<file path="src/rtl/peristaltic_pump_ctrl.sv">
// peristaltic_pump_ctrl
// Drives three series pneumatic valves (v0 inlet .. v2 outlet) through the
// six-phase peristaltic closing pattern for a commanded number of strokes.
// After the run, or after an abort, the channel is sealed (all valves
// closed) for one hold period before the block reports done and goes idle.
// Every output is a register, so no input reaches an output combinationally.
module peristaltic_pump_ctrl #(
    parameter int STROKE_W = 12,
    parameter int HOLD_W   = 16
) (
    input  logic                clk,
    input  logic                rst_n,
    input  logic                cmd_valid,
    output logic                cmd_ready,
    input  logic [STROKE_W-1:0] cmd_strokes,
    input  logic                cmd_dir,
    input  logic [HOLD_W-1:0]   hold_cycles,
    input  logic                abort,
    output logic [2:0]          air_out,
    output logic                busy,
    output logic                done,
    output logic [STROKE_W-1:0] strokes_left
);

    // Controller states. IDLE waits for a command, RUN steps the valve
    // phases, and SETTLE holds the channel sealed for one hold period.
    localparam logic [1:0] ST_IDLE   = 2'd0;
    localparam logic [1:0] ST_RUN    = 2'd1;
    localparam logic [1:0] ST_SETTLE = 2'd2;

    localparam logic [2:0] LAST_PHASE = 3'd5;
    localparam logic [2:0] AIR_SEALED = 3'b111;

    logic [1:0]          state;
    logic [2:0]          phase;
    logic                dir;        // latched direction, 1 = reverse
    logic [HOLD_W-1:0]   hold_max;   // H-1 for the active command
    logic [HOLD_W-1:0]   hold_cnt;   // counts H-1 down to 0 within a phase
    logic                handshake;
    logic [HOLD_W-1:0]   hold_load;

    assign handshake = cmd_valid && cmd_ready;

    // A hold request of 0 means the same as 1, so the reload value is
    // never allowed to underflow.
    assign hold_load = (hold_cycles == '0) ? '0 : hold_cycles - HOLD_W'(1);

    // Valve pattern (v2 v1 v0) for a given phase. 1 = pressurised/closed.
    // Reverse direction mirrors the wave so fluid moves from v2 toward v0.
    function automatic logic [2:0] phase_pattern(input logic rev, input logic [2:0] ph);
        logic [2:0] pat;
        pat = AIR_SEALED;
        if (!rev) begin
            case (ph)
                3'd0:    pat = 3'b001;
                3'd1:    pat = 3'b011;
                3'd2:    pat = 3'b010;
                3'd3:    pat = 3'b110;
                3'd4:    pat = 3'b100;
                3'd5:    pat = 3'b101;
                default: pat = AIR_SEALED;
            endcase
        end else begin
            case (ph)
                3'd0:    pat = 3'b100;
                3'd1:    pat = 3'b110;
                3'd2:    pat = 3'b010;
                3'd3:    pat = 3'b011;
                3'd4:    pat = 3'b001;
                3'd5:    pat = 3'b101;
                default: pat = AIR_SEALED;
            endcase
        end
        return pat;
    endfunction

    // Command sequencing: handshake, phase stepping, stroke counting,
    // abort handling and the sealed settle period.
    // NOTE: every register here uses <= so all of them update together from
    // the values present before the edge; a blocking = would let later
    // statements see half-updated state.
    always_ff @(posedge clk or negedge rst_n) begin
        if (!rst_n) begin
            // NOTE: only a handful of registers exist here, so all of them,
            // including the latched command fields, get a reset value.
            state        <= ST_IDLE;
            phase        <= 3'd0;
            dir          <= 1'b0;
            hold_max     <= '0;
            hold_cnt     <= '0;
            air_out      <= AIR_SEALED;
            cmd_ready    <= 1'b1;
            busy         <= 1'b0;
            done         <= 1'b0;
            strokes_left <= '0;
        end else begin
            // done is a single-cycle pulse; only the SETTLE exit raises it.
            done <= 1'b0;

            case (state)
                ST_IDLE: begin
                    // abort is ignored here, including on the handshake edge.
                    if (handshake) begin
                        strokes_left <= cmd_strokes;
                        dir          <= cmd_dir;
                        hold_max     <= hold_load;
                        hold_cnt     <= hold_load;
                        phase        <= 3'd0;
                        cmd_ready    <= 1'b0;
                        busy         <= 1'b1;
                        if (cmd_strokes != '0) begin
                            state   <= ST_RUN;
                            air_out <= phase_pattern(cmd_dir, 3'd0);
                        end else begin
                            // Nothing to pump: seal and settle without moving a valve.
                            state   <= ST_SETTLE;
                            air_out <= AIR_SEALED;
                        end
                    end
                end

                ST_RUN: begin
                    if (abort) begin
                        // Seal immediately; the stroke count freezes where it is.
                        state    <= ST_SETTLE;
                        air_out  <= AIR_SEALED;
                        phase    <= 3'd0;
                        hold_cnt <= hold_max;
                    end else if (hold_cnt != '0) begin
                        hold_cnt <= hold_cnt - HOLD_W'(1);
                    end else begin
                        // Last cycle of the current phase.
                        hold_cnt <= hold_max;
                        if (phase == LAST_PHASE) begin
                            // End of a stroke; the count saturates at zero.
                            if (strokes_left != '0) begin
                                strokes_left <= strokes_left - STROKE_W'(1);
                            end
                            phase <= 3'd0;
                            if (strokes_left <= STROKE_W'(1)) begin
                                state   <= ST_SETTLE;
                                air_out <= AIR_SEALED;
                            end else begin
                                air_out <= phase_pattern(dir, 3'd0);
                            end
                        end else begin
                            phase   <= phase + 3'd1;
                            air_out <= phase_pattern(dir, phase + 3'd1);
                        end
                    end
                end

                ST_SETTLE: begin
                    // Channel stays sealed for H cycles; abort has no effect.
                    if (hold_cnt != '0) begin
                        hold_cnt <= hold_cnt - HOLD_W'(1);
                    end else begin
                        state     <= ST_IDLE;
                        busy      <= 1'b0;
                        cmd_ready <= 1'b1;
                        done      <= 1'b1;
                    end
                end

                default: begin
                    // Unreachable encoding: recover to a sealed idle.
                    state     <= ST_IDLE;
                    phase     <= 3'd0;
                    air_out   <= AIR_SEALED;
                    busy      <= 1'b0;
                    cmd_ready <= 1'b1;
                end
            endcase
        end
    end

endmodule

</file>
<file path="config.mk">
export PLATFORM = sky130hd
export DESIGN_NAME = peristaltic_pump_ctrl
export DESIGN_NICKNAME = d
export VERILOG_FILES = /design/src/rtl/peristaltic_pump_ctrl.sv
export SDC_FILE = /design/constraint.sdc
export NUM_CORES = 1
export LEC_CHECK = 0
export BUFFER_PORTS_ARGS = -buffer_cell sky130_fd_sc_hd__buf_4
export CAP_MARGIN = 20
export CORE_MARGIN = 5
export CORE_UTILIZATION = 30
export CTS_CLUSTER_DIAMETER = 150
export DETAILED_ROUTE_END_ITERATION = 10
export MAX_ROUTING_LAYER = met4
export PLACE_DENSITY = 0.57
export SYNTH_ARGS = -nofsm -noshare
export SYNTH_HDL_FRONTEND = slang
export SYNTH_SLANG_ARGS = --single-unit
</file>
<file path="constraint.sdc">
create_clock -name clk -period 2.5 [get_ports clk]
set_clock_uncertainty 0.1 [all_clocks]
set_input_delay 0.375 -clock clk [delete_from_list [all_inputs] [get_ports clk]]
set_output_delay 0.375 -clock clk [all_outputs]
set_load 0.05 [all_outputs]
</file>
---- Word-level counts from Yosys, hierarchy flattened ----
Cells that the tools add are included.
storage, ports and cells
  bits in registers ....................... 56
  output and inout port bits .............. 18
  word-level logic and storage cells ...... 95
cells by class
  add/subtract/negate cells ............... 4
  order comparisons ....................... 1
  equal/unequal tests ..................... 18
  multiplexer cells ....................... 45
  bitwise gates (word level) .............. 2
  reductions and logical operators ........ 15
operator list
  operator                                                                           number
  16-bit two-way mux                                                                 5
  12-bit two-way mux                                                                 5
  16-bit one-hot mux with 3 select lines                                             1
  3-bit two-way mux                                                                  13
  3-bit one-hot mux with 6 select lines                                              2
  16-bit by 1-bit subtractor with 16-bit output, second input constant               2
  12-bit one-hot mux with 2 select lines                                             1
  12-bit nonzero test                                                                2
  3-bit one-hot mux with 3 select lines                                              2
  16-bit zero test                                                                   1
  16-bit nonzero test                                                                1
  2-bit two-way mux                                                                  7
  2-bit != test, second input constant                                               7
  12-bit by 1-bit less-or-equal comparator with 1-bit output, second input constant  1
  12-bit by 1-bit subtractor with 12-bit output, second input constant               1
  3-bit == test, second input constant                                               3
  3-bit != test, second input constant                                               3
  3-bit AND reduction                                                                3
  3-bit by 2-bit == test with 1-bit output, second input constant                    2
  1-bit two-way mux                                                                  6
  1-bit one-hot mux with 3 select lines                                              2
  2-bit one-hot mux with 3 select lines                                              1
  6-bit AND reduction                                                                1
  5-bit AND reduction                                                                1
  11 further kinds                                                                   12

---- Longest topological paths before layout ----
Gate-level depths: netlist of the first run.
  depth in word-level cells ............... 8
  mapped depth ............................ 10
  gate-level depth less buffers ........... 7

---- Worst setup path after synthesis of the first run ----
OpenSTA, ideal clock, no wires.
  kind .................................... register to register
  from .................................... reg strokes_left[0]
  to ...................................... reg strokes_left[8]
  arrival time ............................ 2.193 ns
  data required time ...................... 2.274 ns
  setup slack ............................. 0.081 ns
  stages on the path, launching flop included .. 8
  buffers on the path ..................... 0
  cells stage by stage .................... dfrtp_1 inv_1 ha_1 or3b_2 nor3_1 a21o_1 a21boi_0 a221o_1
between the ends
  cells in the longest elaborated chain, start to end .. 6
  elaborated cells on any way between the ends .. 9
  classes of those cells .................. 1 x add/sub; 1 x eq/ne; 5 x mux; 2 x reduce/logical
RTL lines
  item                                           RTL line  text
  from (decl)                                    22        output logic [STROKE_W-1:0] strokes_left
  from (signal assigned)                         104       strokes_left <= cmd_strokes;
  from (signal assigned)                         137       strokes_left <= strokes_left - STROKE_W'(1);
  12-bit by 1-bit subtractor with 12-bit output  137
  12-bit two-way mux                             136       if (strokes_left != '0) begin
  12-bit two-way mux                             134       if (phase == LAST_PHASE) begin
  12-bit two-way mux                             129       end else if (hold_cnt != '0) begin
  12-bit two-way mux                             123       if (abort) begin
  12-bit one-hot mux with 2 select lines         100       case (state)
Parallel ways exist; a longest one is shown, timed or not. The select of a mux whose other input is x is not followed.
A chain may end at the register's enable or synchronous reset.

---- Worst setup path in the final report of the first run ----
  from .................................... reg strokes_left[1]
  to ...................................... reg strokes_left[8]
The elaborated chain is that of the path after synthesis.

==> out/results.tsv, run 1 <==
stage	metric	value	unit
run_status	outcome	finished, final reports clean	
placement	globalplace.congestion	0.974	
critical_path	critPathRequiredTime	2.58	ns
placement	dp_cells	717	
floorplanning	floorplan.die_area	16200	um2
critical_path	critPathMaxFanout	5	
sta	final.min_clock_period	2.41	ns
power	p_int	0.00346	W
cts	clk_latency	0.30	ns
cts	cts_tree	done	
yosys	synth_common_cells	nand2_1, dfrtp_1, nor2_1, o21ai_0, a21oi_1	
placement	place_ws	0.0959	ns
power	worst_ir_drop_vdd	0.000538	V
yosys	avgSynthCellArea	8.68	um2
sta	setup_ws	0.0857	ns
yosys	synthFlopType	dfrtp_1	
critical_path	arrival	2.50	ns
finish	fillers	1380	
floorplanning	fp.dieW	127	um
placement	hpwl	9440	um
yosys	synthTopCellsByArea	dfrtp_1, nand2_1, o21ai_0, o31ai_1, a21oi_1	
power	pwr-share-comb	61.9	%
detailed_routing	wl	12700	um
power	power.switching	0.00334	W
cts	cts_setup_buffers	0	
cts	cts_root_buf	clkbuf_16	
detailed_routing	drtPass1Iterations	7	
yosys	synth-edff-count	0	
detailed_routing	highest_layer	met4	
cts	cts_buffers	5	
critical_path	crit_chain	inv_1, ha_1, or3b_2, nor3_1, a21o_1, a21boi_0, a221o_1	
floorplanning	io_pins	51	
critical_path	start_kind	flop	
grt	antenna_found_initial	0	
min_path	hold_class	in2async	
grt	grt_overflow	0	
sta	slew_violations	0	
power	p_leak	2.09	nW
yosys	ys_async_sr_fraction	100	%
critical_path	path_buf_inv	1	
yosys	yosysSeqAreaShare	34.0	%
cts	clockBufferDepth	2	
yosys	syn_nets	519	
detailed_routing	viasPerCell	5.65	
sta	setup_viol_count_final	0	
finish	drive_gt1_share	23.3	%
detailed_routing	met1_length	5940	um
sta	min_period_over_period	96.6	%
run	max-cap-violations	0	
grt	grt_max_degree	57	
detailed_routing	route.met3.wl	648	um
grt	gr-usage-all-layers	16.0	%
yosys	synth_area_leader_cell	dfrtp_1	
grt	grt_pass1_vias	4006	
power	sequentialPowerShare	27.1	%
sta	fmax	0.414	GHz
cts	cts_sinks	56	
yosys	yosys.cell_count.top_type	nand2_1	
yosys	synth-seq-cells	56	
floorplanning	core_area	13400	um2
critical_path	crit_path_top_delay_cell	or3b_2	
floorplanning	initial_core_util	30.8	%
grt	grt_pass1_wl	21000	um
yosys	syn_area	4130	um2
critical_path	critPathTopFamily	simple AND/OR/NAND/NOR gates	
sta	final.setup.tns	0	ns
finish	nets	592	
detailed_routing	drtIter0Drc	366	
floorplanning	core.rowCount	42	
yosys	ys_warn_count	0	
critical_path	critPathKind	reg2reg	
floorplanning	fp.dieH	127	um
power	clockPowerShare	11.0	%
critical_path	cp_slowest_stage_delay	0.48	ns
detailed_routing	wire_per_inst	17.4	um
yosys	synthDistinctLibCells	76	
detailed_routing	drc	0	
cts	htree_levels	2	
placement	port_buffers	50	
finish	n_antenna_cell	0	
cts	clk_pin_slew	0.08	ns
yosys	synth_top_area_share	31.5	%
sta	relSlewSlack	49.8	%
detailed_routing	ant_nets	0	
sta	final-hold-violation-count	0	
power	swShare	49.1	%
yosys	synth_cells	476	
finish	final_cells	726	
detailed_routing	vias	4105	
finish	area_growth	23.8	%
detailed_routing	met2_length	5790	um
sta	worst_pin_slew	0.754	ns
power	power_density	1330	nW/um2
critical_path	crit_path_end_kind	flop	
[per-stage QoR]
stage	utilization, %	power, W	area [um2]	hold slack [ns]
after floorplan	-	0.00460	4130	-0.0206
after global placement	36.7	0.00589	4920	0.369
after detailed placement	36.7	0.00599	4920	0.371
after CTS	37.9	0.00676	5080	0.0895
after global routing	38.2	0.00735	5110	0.116
final	38.2	0.00680	5110	0.0442
[per-layer routing]
metal,up-vias,track usage [%]
met4,0,5.05
li1,1963,-
met3,21,1.75
met1,1971,22.4
met5,-,-
met2,150,24.2
[cell families after synthesis]
logic type	after synthesis	synth area share [%]
mux	9	2.36
xor+xnor	17	3.60
compound gates	159	28.0
flops	56	34.0
simple gates	178	24.0
fa+ha+maj	10	3.03
buf+inv	47	4.94
[layout make-up]
class | count | area (um2) | area share [%]
Tap cell | 176 | 220 | 4.31
Clock buffer | 6 | 139 | 2.72
Clock inverter | 2 | 15.0 | 0.294
Multi-Input combinational cell | 374 | 2560 | 50.0
Timing Repair Buffer | 91 | 699 | 13.7
Inverter | 21 | 78.8 | 1.54
Sequential cell | 56 | 1410 | 27.5
[placed cells by master, fill, tap and decap left out, drive strengths merged, types with 12 or more instances in the layout]
| cell | instances |
|---|---|
| a21oi | 26 |
| inv | 21 |
| nor4 | 19 |
| o21ai | 34 |
| o31ai | 19 |
| dfrtp | 52 |
| nor2 | 32 |
| nor3 | 13 |
| nand2 | 57 |
| buf | 91 |
| nand3 | 12 |
[worst paths after layout]
path	slack, ns	endpoint	cells past startpoint	from
max reg2reg	0.09	strokes_left[8]$_DFFE_PN0P_	7	strokes_left[1]$_DFFE_PN0P_
max in group asynchronous	1.76	hold_cnt[3]$_DFFE_PN0P_	1	rst_n
min	0.04	dir$_DFFE_PN0P_	1	rst_n
max	0.09	strokes_left[8]$_DFFE_PN0P_	7	strokes_left[1]$_DFFE_PN0P_
min reg2reg	0.39	hold_max[15]$_DFFE_PN0P_	1	hold_max[15]$_DFFE_PN0P_
min in group clk	0.18	hold_max[0]$_DFFE_PN0P_	2	hold_cycles[0]
[power by group through the flow]
stage | Combinational, W | Clock [W] | Sequential, W
2_1_floorplan | 0.00244 | 0 | 0.00216
3_3_place_gp | 0.00406 | 0 | 0.00183
3_5_place_dp | 0.00413 | 0 | 0.00185
4_1_cts | 0.00415 | 0.000768 | 0.00184
5_1_grt | 0.00463 | 0.000802 | 0.00191
6_report | 0.00421 | 0.000748 | 0.00184
[what timing repair did]
item                                   4_1_cts  5_1_grt
hold buffers                                 0        0
setup endpoints to repair                    0       14
gates resized for setup                      0        4
endpoints found under the hold margin        0        0
[state kept, by name (all words and copies together) (netlist names)]
name,cells
done,1
dir,1
air_out,3
busy,1
hold_cnt,16
phase,3
hold_max,16
cmd_ready,1
strokes_left,12
state,2
Note: power is estimated with default switching activity, not from simulation.
==> inputs of run 2 (changes only) <==
--- a/config.mk
+++ b/config.mk
@@ -5,7 +5,7 @@
 export SDC_FILE = /design/constraint.sdc
 export NUM_CORES = 1
 export LEC_CHECK = 0
-export BUFFER_PORTS_ARGS = -buffer_cell sky130_fd_sc_hd__buf_4
+export BUFFER_PORTS_ARGS = -buffer_cell sky130_fd_sc_hd__buf_2
 export CAP_MARGIN = 20
 export CORE_MARGIN = 5
 export CORE_UTILIZATION = 30
==> run 2 against run 1 <==
  * Non-clock buffer count did not move
  * Register-to-register slack gained 0.04 ns
  * Wire length fell by 0.59%
  * Combinational power fell by 5.5%
  * Total power fell by 3.1%
  * Critical path type unchanged
  * Critical endpoint is now hold_cnt[9]$_DFFE_PN0P_
==> out/results.tsv, run 2 (synthesis gave the netlist of run 1 again) <==
stage	metric	value	unit	change
min_path	worstHoldStart	hold_cycles[0]		
finish	n_antenna_cell	0		unchanged
floorplanning	io_pins	51		unchanged
critical_path	r2r-start	hold_cnt[1]$_DFFE_PN0P_		was strokes_left[1]$_DFFE_PN0P_
cts	clk_latency	0.30	ns	about the same
cts	clk_pin_slew	0.08	ns	about the same
critical_path	crit_path_end_kind	flop		unchanged
cts	clockBufferDepth	2		unchanged
detailed_routing	vias	4087		was 4105
cts	htree_levels	2		unchanged
detailed_routing	wire_per_inst	17.4	um	about the same
run_status	outcome	finished, final reports clean		unchanged
detailed_routing	drtIter0Drc	368		was 366
power	power.total	0.00659	W	was 0.00680 W
grt	grt_overflow	0		unchanged
finish	reg.largest.list	hold_cnt x16, hold_max x16, strokes_left x12		unchanged
sta	worst_pin_slew	0.592	ns	was 0.754 ns
finish	fillers	1399		was 1380
power	worst_ir_drop_vdd	0.000439	V	was 0.000538 V
critical_path	r2r_cells	8		was 7
power	p_leak	2.04	nW	was 2.09 nW
finish	mostFrequentLayoutCells	nand2_1, dfrtp_1, buf_2		was buf_4, nand2_1, dfrtp_1
detailed_routing	drtPass1Iterations	5		was 7
grt	grt_max_degree	34		was 57
min_path	holdPathEnd	hold_max[0]$_DFFE_PN0P_		
min_path	hold_class	in2reg		was in2async
power	power_density	1330	nW/um2	about the same
grt	gr-usage-all-layers	15.8	%	was 16.0%
grt	grt_pass1_wl	20500	um	was 21000 um
grt	grt_pass1_vias	3945		was 4006
placement	globalplace.congestion	0.916		was 0.974
critical_path	critPathRequiredTime	2.60	ns	was 2.58 ns
placement	port_buffers	50		unchanged
cts	cts_sinks	56		unchanged
critical_path	arrival	2.48	ns	was 2.50 ns
floorplanning	initial_core_util	30.8	%	unchanged
floorplanning	core_area	13400	um2	unchanged
sta	fmax	0.421	GHz	was 0.414 GHz
cts	cts_buffers	5		unchanged
placement	hpwl	9650	um	was 9440 um
floorplanning	floorplan.die_area	16200	um2	unchanged
sta	final.min_clock_period	2.38	ns	was 2.41 ns
sta	rsz0062_at_grt	yes		
sta	setup_viol_count_final	0		unchanged
sta	final-hold-violation-count	0		unchanged
finish	regArea	1410	um2	unchanged
cts	cts_setup_buffers	0		unchanged
detailed_routing	viasPerCell	5.64		was 5.65
finish	multi_input_area	2550	um2	was 2560 um2
cts	cts_tree	done		unchanged
cts	cts_root_buf	clkbuf_16		unchanged
critical_path	start_kind	flop		unchanged
finish	area_growth	20.0	%	was 23.8%
detailed_routing	wl	12600	um	was 12700 um
detailed_routing	drc	0		unchanged
floorplanning	fp.dieW	127	um	unchanged
detailed_routing	ant_nets	0		unchanged
critical_path	reg2reg_slack	0.12	ns	was 0.09 ns
critical_path	r2r_end	hold_cnt[9]$_DFFE_PN0P_		was strokes_left[8]$_DFFE_PN0P_
finish	layout_commonest_cell	nand2_1		was buf_4
sta	slew_violations	0		unchanged
critical_path	critPathKind	reg2reg		unchanged
floorplanning	fp.dieH	127	um	unchanged
run	max-cap-violations	0		unchanged
critical_path	critPathMaxFanout	20		was 5
grt	antenna_found_initial	0		unchanged
floorplanning	core.rowCount	42		unchanged
sta	relSlewSlack	60.5	%	was 49.8%
min_path	holdPathStages	2		
finish	nets	591		was 592
sta	min_period_over_period	95.1	%	was 96.6%
finish	drive_gt1_share	23.5	%	was 23.3%
sta	hold_slack	0.197	ns	was 0.0442 ns
-- run 2: worst max-delay path by stage --
stage | startpoint | end
2_1_floorplan | strokes_left[0]$_DFFE_PN0P_ | strokes_left[8]$_DFFE_PN0P_
3_3_place_gp | strokes_left[1]$_DFFE_PN0P_ | strokes_left[10]$_DFFE_PN0P_
3_5_place_dp | strokes_left[1]$_DFFE_PN0P_ | strokes_left[10]$_DFFE_PN0P_
4_1_cts | hold_cnt[1]$_DFFE_PN0P_ | phase[1]$_DFFE_PN0P_
5_1_grt | hold_cnt[1]$_DFFE_PN0P_ | hold_cnt[9]$_DFFE_PN0P_
6_report | hold_cnt[1]$_DFFE_PN0P_ | hold_cnt[9]$_DFFE_PN0P_
-- run 2: timing repair --
item                                    4_1_cts  5_1_grt
endpoints found under the setup margin        0       18
resized for setup                             0        5
hold buffers                                  1        0
endpoints found under the hold margin        11        0
-- run 2: area by class of cell --
class,instances,share of cell area [%]
multi-input combinational,373,51.4
timing repair buffer,91,11.3
tap,176,4.44
clock buffer,5,2.52
sequential,56,28.4
clock inverter,3,0.429
inverter,21,1.59
-- run 2: worst max-delay path, cell delays in order, from the launching register on --
cell	delay [ns]
dfrtp_1	0.39
inv_1	0.06
ha_1	0.21
nor3b_2	0.17
and4b_2	0.25
buf_4	0.16
a31oi_4	0.50
a221oi_1	0.16
o31ai_1	0.27
-- run 2: stage by stage --
stage | utilization [%] | std cells | instance area, um2 | setup TNS (ns) | setup WS (ns)
global route | 37.0 | 725 | 4960 | -0.200 | -0.0492
floorplan | - | 476 | 4130 | 0 | 0.0814
finish | 37.0 | 725 | 4960 | 0 | 0.124
detailed placement | 35.7 | 716 | 4780 | 0 | 0.0954
global placement | 35.7 | 716 | 4780 | 0 | 0.120
CTS | 36.8 | 725 | 4930 | 0 | 0.0717
-- run 2: per-layer routing --
layer	share of wire (%)	vias up	track usage (%)
met3	5.3	23	2.88
met2	45	133	23.7
met4	2.2	0	4.54
li1	-	1960	-
met5	0	-	-
met1	48	1971	21.8
-- run 2: power by group --
group          leakage (nW)  total, W  internal [W]  switching, W
Clock                0.0702  0.000739      0.000375      0.000364
Sequential            0.679   0.00187       0.00136      0.000506
Combinational          1.29   0.00398       0.00155       0.00243
Total                  2.04   0.00659       0.00329       0.00330
==> inputs of run 3 (changes only) <==
--- a/config.mk
+++ b/config.mk
@@ -11,6 +11,7 @@
 export CORE_UTILIZATION = 30
 export CTS_CLUSTER_DIAMETER = 150
 export DETAILED_ROUTE_END_ITERATION = 10
+export HOLD_SLACK_MARGIN = 0.12
 export MAX_ROUTING_LAYER = met4
 export PLACE_DENSITY = 0.57
 export SYNTH_ARGS = -nofsm -noshare
==> constraint.sdc (replaced) <==
create_clock -name clk -period 2.1 [get_ports clk]
set_clock_uncertainty 0.1 [all_clocks]
set_input_delay 0.315 -clock clk [delete_from_list [all_inputs] [get_ports clk]]
set_output_delay 0.315 -clock clk [all_outputs]
set_load 0.05 [all_outputs]
==> run 3 against run 2 <==
  * The flow now finishes with violations (negative setup slack)
  * Sequential cell count is the same
  * Combinational power grew 56%
  * Utilization grew 7.0 points
  * Critical path type unchanged
  * Global-route usage grew 1.5 points
  * Clock power grew 24%
  * Worst setup slack lost 0.24 ns
  * First-iteration DRC count shrank 15%
  * Non-clock buffer count grew 85
  * Critical path depth is the same
  * Via count grew 8.1%
==> out/results.tsv, run 3 (synthesis gave the netlist of run 1 again) <==
stage	metric	value	unit	change
run_status	outcome	finished with violations		was finished, final reports clean
run_status	violations	negative setup slack		
sta	slew_violations	0		unchanged
grt	antenna_found_initial	0		unchanged
sta	worst_pin_slew	0.598	ns	was 0.592 ns
power	clockPowerShare	10.0	%	was 11.2%
grt	grt_pass1_wl	22300	um	was 20500 um
floorplanning	core_area	13400	um2	unchanged
cts	htree_levels	2		unchanged
finish	nets	676		was 591
run	max-cap-violations	0		unchanged
sta	relSlewSlack	59.8	%	was 60.5%
finish	reg.largest.list	hold_cnt x16, hold_max x16, strokes_left x12		unchanged
sta	final.min_clock_period	2.22	ns	was 2.38 ns
cts	cts_tree	done		unchanged
detailed_routing	drc	0		unchanged
cts	cts_sinks	56		unchanged
cts	clockBufferDepth	2		unchanged
critical_path	critPathRequiredTime	2.20	ns	was 2.60 ns
min_path	hold_class	in2reg		unchanged
placement	hpwl	10200	um	was 9650 um
power	power.switching	0.00443	W	was 0.00330 W
finish	stdcell_area	5900	um2	was 4960 um2
critical_path	start_kind	flop		unchanged
finish	n_antenna_cell	0		unchanged
critical_path	crit_path_end_kind	flop		unchanged
finish	area_growth	42.8	%	was 20.0%
detailed_routing	wire_per_inst	16.8	um	was 17.4 um
sta	setup_viol_count_final	14		was 0
placement	placed_area	5380	um2	was 4780 um2
floorplanning	initial_core_util	30.8	%	unchanged
sta	setup_ws	-0.118	ns	was 0.124 ns
floorplanning	io_pins	51		unchanged
placement	globalplace.congestion	0.916		about the same
floorplanning	core.rowCount	42		unchanged
sta	rsz0062_at_grt	yes		unchanged
power	p_int	0.00480	W	was 0.00329 W
power	power_density	1560	nW/um2	was 1330 nW/um2
detailed_routing	ant_nets	0		unchanged
sta	final-hold-violation-count	0		unchanged
detailed_routing	viasPerCell	5.45		was 5.64
finish	mostFrequentLayoutCells	buf_4, nand2_1, buf_2		was nand2_1, dfrtp_1, buf_2
grt	grt_max_degree	57		was 34
sta	fmax	0.451	GHz	was 0.421 GHz
power	p_leak	2.53	nW	was 2.04 nW
finish	final_core_utilization	44.0	%	was 37.0%
critical_path	critPathKind	reg2reg		unchanged
grt	grt_overflow	0		unchanged
grt	grt_pass1_vias	4376		was 3945
power	swShare	48.0	%	was 50.1%
power	sequentialPowerShare	22.6	%	was 28.3%
cts	clk_pin_slew	0.09	ns	was 0.08 ns
detailed_routing	wl	13600	um	was 12600 um
critical_path	critPathMaxFanout	4		was 20
floorplanning	fp.dieW	127	um	unchanged
critical_path	arrival	2.32	ns	was 2.48 ns
cts	cts_buffers	5		unchanged
grt	gr-usage-all-layers	17.3	%	was 15.8%
cts	clk_latency	0.31	ns	was 0.30 ns
floorplanning	fp.dieH	127	um	unchanged
finish	layout_commonest_cell	buf_4		was nand2_1
sta	min_period_over_period	106	%	was 95.1%
detailed_routing	vias	4417		was 4087
power	worst_ir_drop_vdd	0.000518	V	was 0.000439 V
cts	cts_root_buf	clkbuf_16		unchanged
finish	drive_gt1_share	39.3	%	was 23.5%
power	pwr-share-comb	67.4	%	was 60.5%
detailed_routing	drtIter0Drc	312		was 368
detailed_routing	drtPass1Iterations	5		unchanged
placement	port_buffers	50		unchanged
floorplanning	floorplan.die_area	16200	um2	unchanged
run 3: per-layer routing:
| metal | vias to the layer above | routed length (um) | global-route usage, % |
|---|---|---|---|
| met3 | 21 | 601 | 2.21 |
| met2 | 124 | 6500 | 28.0 |
| met1 | 2137 | 6280 | 22.6 |
| li1 | 2135 | - | - |
| met5 | - | 0 | - |
| met4 | 0 | 260 | 5.05 |
run 3: stage by stage:
stage	hold WS (ns)	power [W]	instances	TNS (ns)	worst slack, ns
CTS	0.123	0.00895	802	-0.668	-0.111
detailed placement	0.245	0.00777	783	-0.857	-0.209
global route	0.142	0.00988	810	-3.06	-0.191
global placement	0.248	0.00767	783	-0.206	-0.127
floorplan	-0.0806	0.00562	476	-0.453	-0.160
finish	0.125	0.00923	810	-0.582	-0.118
run 3: area by class of cell:
class	instances	area (um2)
inverters	21	78.8
multi-input cells	373	2760
clock buffers	5	125
repair buffers	176	1270
fillers	1298	7500
well taps	176	220
flip-flops and latches	56	1420
clock inverters	3	28.8
run 3: what timing repair did:
action                                  CTS  global route
setup buffers                            10             8
hold endpoints to repair                 52             0
hold buffers                              1             0
endpoints found under the setup margin   28            38
pin swaps                                13            18
gates resized for setup                  20            32
run 3: power groups by stage:
stage	clock, W	combinational [W]	sequential [W]
floorplan	0	0.00301	0.00260
global placement	0	0.00562	0.00205
detailed placement	0	0.00570	0.00207
CTS	0.000937	0.00595	0.00206
global route	0.000973	0.00675	0.00216
finish	0.000920	0.00622	0.00209
run 3: final timing paths:
path | end | slack [ns] | depth (start not counted) | from
max in group asynchronous | cmd_ready$_DFFE_PN1P_ | 1.16 | 3 | rst_n
min | hold_max[0]$_DFFE_PN0P_ | 0.13 | 2 | hold_cycles[0]
min in group asynchronous | phase[2]$_DFFE_PN0P_ | 0.43 | 3 | rst_n
max | strokes_left[8]$_DFFE_PN0P_ | -0.12 | 8 | hold_cnt[1]$_DFFE_PN0P_
max reg2reg | strokes_left[8]$_DFFE_PN0P_ | -0.12 | 8 | hold_cnt[1]$_DFFE_PN0P_
min reg2reg | hold_max[11]$_DFFE_PN0P_ | 0.39 | 2 | hold_max[11]$_DFFE_PN0P_
run 3: critical path: stages (launching register included):
cell	delay [ns]
dfrtp_1	0.39
inv_1	0.07
ha_2	0.17
nor3b_4	0.20
and4b_1	0.23
buf_6	0.12
o2111a_2	0.24
mux2_4	0.30
a221o_1	0.28
